==> src/rtl/commutation_sequencer_if.sv <==
// Handshake bundle between a controller and the commutation sequencer.
//   vnew  : requested switch vector, pair i = bits {2i+1, 2i}
//   dir   : per-switch current direction (0 keeps even device, 1 keeps odd)
//   dwell : step hold length, each step lasts dwell+1 cycles
//   vout  : registered gate vector to the switch drivers
//   vcur  : committed (last completed) vector
//   busy  : sequence in progress
//   done  : one-cycle pulse when the new vector is committed
interface commutation_sequencer_if #(
  parameter int NSW     = 3,
  parameter int DWELL_W = 8
);
  logic [2*NSW-1:0]   vnew;
  logic [NSW-1:0]     dir;
  logic [DWELL_W-1:0] dwell;
  logic [2*NSW-1:0]   vout;
  logic [2*NSW-1:0]   vcur;
  logic               busy;
  logic               done;

  modport master (output vnew, dir, dwell, input vout, vcur, busy, done);
  modport slave  (input vnew, dir, dwell, output vout, vcur, busy, done);
endinterface

==> src/rtl/commutation_sequencer.sv <==
// Multi-step commutation sequencer for an MPC bidirectional switch array.
// On a change of requested vector it walks a current-direction-safe
// 3-step overlap (outgoing only, overlap, incoming only), each step held
// dwell+1 cycles, then commits the new vector.
// Ports:
//   clk : system clock, rising edge
//   rst : synchronous active-high reset
//   bus : commutation_sequencer_if.slave (vnew/dir/dwell in,
//         vout/vcur/busy/done out, all outputs registered)
module commutation_sequencer #(
  parameter int               NSW      = 3,
  parameter int               DWELL_W  = 8,
  parameter logic [2*NSW-1:0] INIT_VEC = (2*NSW)'(3)
) (
  input  logic                    clk,
  input  logic                    rst,
  commutation_sequencer_if.slave  bus
);
  localparam int W = 2*NSW;

  typedef enum logic [1:0] {IDLE, STEP1, STEP2, STEP3} state_t;

  state_t             state;
  logic [DWELL_W-1:0] cnt;
  logic [DWELL_W-1:0] dwell_q;
  logic [W-1:0]       vtgt;
  logic [W-1:0]       mask;
  logic [W-1:0]       mask_new;
  logic [W-1:0]       vout;
  logic [W-1:0]       vcur;
  logic               busy;
  logic               done;
  logic               step_end;

  // Keep only the device that conducts in the present current direction.
  always_comb begin
    mask_new = '0;
    for (int i = 0; i < NSW; i++)
      mask_new[2*i +: 2] = bus.dir[i] ? 2'b10 : 2'b01;
  end

  // Counter counts down from the latched dwell; zero ends the step, so a
  // full-scale dwell gives 2^DWELL_W cycles without any wrap concern.
  assign step_end = (cnt == '0);

  always_ff @(posedge clk) begin
    if (rst) begin
      state   <= IDLE;
      vout    <= INIT_VEC;
      vcur    <= INIT_VEC;
      vtgt    <= INIT_VEC;
      mask    <= '0;
      cnt     <= '0;
      dwell_q <= '0;
      busy    <= 1'b0;
      done    <= 1'b0;
    end else begin
      done <= 1'b0;
      case (state)
        IDLE: begin
          if (bus.vnew != vcur) begin
            vtgt    <= bus.vnew;
            mask    <= mask_new;
            cnt     <= bus.dwell;
            dwell_q <= bus.dwell;
            vout    <= vcur & mask_new;
            busy    <= 1'b1;
            state   <= STEP1;
          end
        end
        STEP1: begin
          if (step_end) begin
            cnt   <= dwell_q;
            vout  <= (vcur | vtgt) & mask;
            state <= STEP2;
          end else begin
            cnt <= cnt - DWELL_W'(1);
          end
        end
        STEP2: begin
          if (step_end) begin
            cnt   <= dwell_q;
            vout  <= vtgt & mask;
            state <= STEP3;
          end else begin
            cnt <= cnt - DWELL_W'(1);
          end
        end
        STEP3: begin
          if (step_end) begin
            cnt   <= dwell_q;
            vout  <= vtgt;
            vcur  <= vtgt;
            busy  <= 1'b0;
            done  <= 1'b1;
            state <= IDLE;
          end else begin
            cnt <= cnt - DWELL_W'(1);
          end
        end
        default: state <= IDLE;
      endcase
    end
  end

  assign bus.vout = vout;
  assign bus.vcur = vcur;
  assign bus.busy = busy;
  assign bus.done = done;
endmodule

==> src/flat_wrapper.sv <==
// flat-port wrapper written by rule: the top's interface ports become plain ports
module commutation_sequencer_flat 
#(
  parameter int               NSW      = 3,
  parameter int               DWELL_W  = 8,
  parameter logic [2*NSW-1:0] INIT_VEC = (2*NSW)'(3)
)
  (clk, rst, bus_vnew, bus_dir, bus_dwell, bus_vout, bus_vcur, bus_busy, bus_done);
  commutation_sequencer_if #(.NSW(NSW), .DWELL_W(DWELL_W)) bus_i ();
  input  logic clk;
  input  logic rst;
  input wire logic [$bits(bus_i.vnew)-1:0] bus_vnew;
  input wire logic [$bits(bus_i.dir)-1:0] bus_dir;
  input wire logic [$bits(bus_i.dwell)-1:0] bus_dwell;
  output wire logic [$bits(bus_i.vout)-1:0] bus_vout;
  output wire logic [$bits(bus_i.vcur)-1:0] bus_vcur;
  output wire logic [$bits(bus_i.busy)-1:0] bus_busy;
  output wire logic [$bits(bus_i.done)-1:0] bus_done;
  assign bus_i.vnew = bus_vnew;
  assign bus_i.dir = bus_dir;
  assign bus_i.dwell = bus_dwell;
  assign bus_vout = bus_i.vout;
  assign bus_vcur = bus_i.vcur;
  assign bus_busy = bus_i.busy;
  assign bus_done = bus_i.done;
  commutation_sequencer #(.NSW(NSW), .DWELL_W(DWELL_W), .INIT_VEC(INIT_VEC)) u_core (.clk(clk), .rst(rst), .bus(bus_i));
endmodule
==> config.mk <==
export PLATFORM = sky130hd
export DESIGN_NAME = commutation_sequencer_flat
export DESIGN_NICKNAME = d
export VERILOG_FILES = /design/src/rtl/commutation_sequencer_if.sv /design/src/rtl/commutation_sequencer.sv /design/src/flat_wrapper.sv
export SDC_FILE = /design/constraint.sdc
export NUM_CORES = 1
export LEC_CHECK = 0
export CAP_MARGIN = 40
export CORE_UTILIZATION = 35
export CTS_CLUSTER_SIZE = 25
export DETAILED_ROUTE_END_ITERATION = 16
export PLACE_DENSITY = 0.6
export SLEW_MARGIN = 20
export SYNTH_ARGS = -nofsm -noshare
export SYNTH_HDL_FRONTEND = slang
export SYNTH_SLANG_ARGS = --single-unit
==> constraint.sdc <==
create_clock -name clk -period 4.05 [get_ports clk]
set_input_delay 0.6075 -clock clk [delete_from_list [all_inputs] [get_ports clk]]
set_output_delay 0.6075 -clock clk [all_outputs]
set_load 0.1 [all_outputs]
==> flow_metrics.tcl <==
set metrics [dict create \
    run_status "finished, final reports clean" \
    global_route_wire_length_before_repair_mm 8.02 \
    finalClockSkew_ps 10.2 \
    synth.lib_cells_used.distinct 40 \
    clkLatencyLatePin_ps 300 \
    initial_antenna_violation_count 0 \
    place.gp.congestion 0.730 \
    cp_cell_sequence "clkdlybuf4s50_1 -> xor2_1 -> nor4_2 -> a31o_2 -> mux2i_1 -> nor2_1" \
    clkTransAtPathRegs_ps 90 \
    drt_pass1_iterations 4 \
    die_x_um 81.6 \
    antenna_left 0 \
    ys_top_cells_by_area "sky130_fd_sc_hd__dfxtp_1, sky130_fd_sc_hd__mux2i_1, sky130_fd_sc_hd__nor2_1" \
    max_stage_delay_ps 740 \
    number_of_buffers_created_by_cts 5 \
    total_switching_power_mw 1.01 \
    regToRegSetupSlack_ps 1720 \
    hold_path_startpoint "u_core.mask[4]$_SDFFE_PP0P_" \
    ff2ff_path_depth 5 \
    drv_slew 0 \
    layout_min_cycle_time_ps 2590 \
    data_required_critical_path_ps 4220 \
    mappedNetlistNets 279 \
    initial_core_util_pct 36.8 \
    buffer_ports.inserted 32 \
    seq_power_share_pct 28.7 \
    die_height_um 81.6 \
    worst_r2r_endpoint "u_core.bus.vout[3]$_SDFFE_PP0P_" \
    flow.area_growth_from_synthesis_pct 31.6 \
    p_comb_share_pct 56.5 \
    fin_crit_sh_pct 64.0 \
    design.portCount 33 \
    floorplan.die_area_sq_um 6660 \
    grt_util_all_layers_pct 16.0 \
    placement.setup.worst_slack_ps 1130 \
    p_leak_nw 1.20 \
    setup.worst_path.start_class "input port" \
    setup_viol 0 \
    synth_edf_count 0 \
    worstMarginPinSlew_ps 775 \
    cts_htree_levels 2 \
    nature_of_the_critical_path_endpoint "flip-flop" \
    total_nets_final 319 \
    report.final.hold_viol_count 0 \
    syn_area_sq_um 2220 \
    number_of_instances_in_the_placed_design 361 \
    hold_path_class "flip-flop to flip-flop" \
    synth_top_flop_cell "sky130_fd_sc_hd__dfxtp_1" \
    number_of_remaining_drc_errors 0 \
    fmax_ghz 0.386 \
    yosys_warnings 0 \
    grt_start_max_net_pins 32 \
    unrepaired_setup_endpoints_after_global_routing "false" \
    antenna_cells 0 \
    drive_gt1_share_pct 12.2 \
    nFillCells 598 \
    power_frac_clock_pct 14.8 \
    timing.rr.start "u_core.cnt[2]$_SDFFE_PP0P_" \
    cts-hold-fix-buffers 0 \
    internal_power_consumption_mw 1.29 \
    hpwl_mm 3.42 \
    min_delay_worst_endpoint "u_core.mask[4]$_SDFFE_PP0P_" \
    routed-via-count 1880 \
    post_cts_resize_count 0 \
    synth-seq-cells 44 \
    slowest_stage_cell_crit_path "sky130_fd_sc_hd__a31o_2" \
    cp.buffers_inverters 1 \
    synth-async-reset-ratio_pct 0 \
    post_drt_wl_per_cell_um 13.6 \
    floorplan.rows 28 \
    clockBufferDepth 2 \
    worstPathArrival_ps 2770 \
    worstSetupPathType "input port to flip-flop" \
    min_path_cells 2 \
    timing.final.ws_setup_ps 1460 \
    max-cap-violations 0 \
    tritoncts_clock_tree "done" \
    cts-root-buf "sky130_fd_sc_hd__clkbuf_8" \
    timing.max_slew.rel_slack_pct 48.3 \
    drt-total-wl_mm 5.01 \
    synthDominantAreaCellType "sky130_fd_sc_hd__dfxtp_1" \
    cts_sinks 44 \
    vias_per_cell 5.09 \
    post-cts-setup-buffers 0 \
    synth.top_cell.area_share_pct 39.7 \
    cp_top_family "compound AO/OA/AOI/OAI gates" \
    grt_overflow_total 0 \
    crit_fanout 23 \
    postSynthCellCount 253 \
    vdd.ir_drop.worst_mv 0.364 \
    via_count_of_the_first_global_routing_pass 1684 \
    synth.yosys.seq_area_share_pct 39.7 \
    drt_first_iter_violations 124 \
    startpoint "bus_vnew[2]" \
    pwr_density_cell_nw_per_um2 788 \
    core_area_sq_um 6030 \
    switching_part_of_the_total_pct 43.9 \
    instances_no_fill 369 \
    avg_inst_size_synth_sq_um 8.77 \
    setup-tns-final_ps 0 \
]
## worst reg2reg max path, cell delays in order (launching register included)
cell                        delay (ps)
sky130_fd_sc_hd__dfxtp_1           360
sky130_fd_sc_hd__or4_4             590
sky130_fd_sc_hd__nor3_4            350
sky130_fd_sc_hd__a2bb2oi_2         600
sky130_fd_sc_hd__nor2_1             90
sky130_fd_sc_hd__a311oi_1          250
## synthesized netlist by cell type, types with 2 or more instances
cell type	instances
sky130_fd_sc_hd__nand3_1	2
sky130_fd_sc_hd__inv_1	9
sky130_fd_sc_hd__a311oi_1	11
sky130_fd_sc_hd__ha_1	7
sky130_fd_sc_hd__nor2_1	53
sky130_fd_sc_hd__a22o_1	2
sky130_fd_sc_hd__mux2i_1	23
sky130_fd_sc_hd__a21oi_1	9
sky130_fd_sc_hd__nand2_1	16
sky130_fd_sc_hd__nor2b_1	2
sky130_fd_sc_hd__o21ai_0	3
sky130_fd_sc_hd__dfxtp_1	44
sky130_fd_sc_hd__and3_1	4
sky130_fd_sc_hd__nor3_1	11
sky130_fd_sc_hd__clkbuf_1	11
sky130_fd_sc_hd__a31oi_1	2
sky130_fd_sc_hd__a311oi_2	2
sky130_fd_sc_hd__xor2_1	5
sky130_fd_sc_hd__a211o_1	6
sky130_fd_sc_hd__buf_2	2
sky130_fd_sc_hd__a22oi_1	6
sky130_fd_sc_hd__xnor2_1	5
## cells by family after synthesis
kind of cell             Yosys count  share of synthesized area [%]
AND/OR/NAND/NOR                   97                           20.0
AO/OA/AOI/OAI                     47                           16.9
flip-flops                        44                           39.7
buffers and inverters             24                           4.68
multiplexers                      24                           10.9
XOR/XNOR                          10                           3.95
adder cells (fa/ha/maj)            7                           3.95
## metal layers
layer / track usage [%] / vias up / share of wire (%)
met5: 0 / - / 0
met4: 5.26 / 0 / 1.3
met3: 4.22 / 5 / 2.9
met2: 23.4 / 29 / 43
met1: 22.6 / 875 / 53
li1: - / 971 / -
## registers in the layout, summed over array words and instances, names as in the netlist
register and cells:
u_core.vtgt 6, u_core.bus.vout 6, u_core.dwell_q 8, u_core.bus.busy 1, u_core.bus.done 1, u_core.cnt 8, u_core.mask 6, u_core.bus.vcur 6
u_core.state 2
## through the flow
| stage | utilization (%) | cell area (sq um) | hold WS, ps | power, mW |
|---|---|---|---|---|
| 2_1_floorplan | - | 2220 | 437 | 1.61 |
| 3_3_place_gp | 42.6 | 2570 | 452 | 1.81 |
| 3_5_place_dp | 46.6 | 2810 | 463 | 1.97 |
| 4_1_cts | 48.4 | 2920 | 478 | 2.31 |
| 5_1_grt | 48.4 | 2920 | 495 | 2.44 |
| 6_report | 48.4 | 2920 | 474 | 2.30 |
## layout by cell type, fill, tap and decap left out, drive strengths merged, types with 2 or more instances in the layout
master,synthesis,routed
a22oi,6,6
nor3,12,12
clkbuf,11,5
clkdlybuf4s50,0,32
a22o,2,2
nand2,16,16
o21ai,3,3
a21oi,9,9
ha,7,7
and3,4,4
a31oi,2,2
dfxtp,44,44
a311oi,13,13
nor2b,2,2
xor2,5,5
mux2i,23,23
nor2,53,53
a211o,7,7
buf,4,16
or3,2,2
inv,9,9
xnor2,5,5
nand3,2,2
## final cells by class
class / count / area [sq um] / share of cell area [%]
inverter: 9 / 33.8 / 1.16
multi-input combinational: 185 / 1230 / 42.3
sequential: 44 / 881 / 30.2
timing repair buffer: 48 / 566 / 19.4
tap: 75 / 93.8 / 3.21
clock buffer: 5 / 68.8 / 2.36
clock inverter: 3 / 42.5 / 1.46
## how the worst max path moves through the flow
stage	end	slack, ps	cells past startpoint
after global routing	u_core.dwell_q[2]$_SDFFE_PP0P_	1340	6
after detailed placement	u_core.vtgt[3]$_SDFFE_PP0P_	1130	6
final	u_core.vtgt[4]$_SDFFE_PP0P_	1460	6
after CTS	u_core.vtgt[4]$_SDFFE_PP0P_	1460	6
after floorplan	u_core.dwell_q[0]$_SDFFE_PP0P_	1420	7
after global placement	u_core.vtgt[2]$_SDFFE_PP0P_	1170	6
## power by group through the flow
stage | clock network [mW] | registers [mW] | logic (mW)
2_1_floorplan | 0 | 0.868 | 0.747
3_3_place_gp | 0 | 0.666 | 1.15
3_5_place_dp | 0 | 0.668 | 1.30
4_1_cts | 0.344 | 0.660 | 1.31
5_1_grt | 0.361 | 0.679 | 1.40
6_report | 0.341 | 0.660 | 1.30
Power figures use the tool's default switching activity.
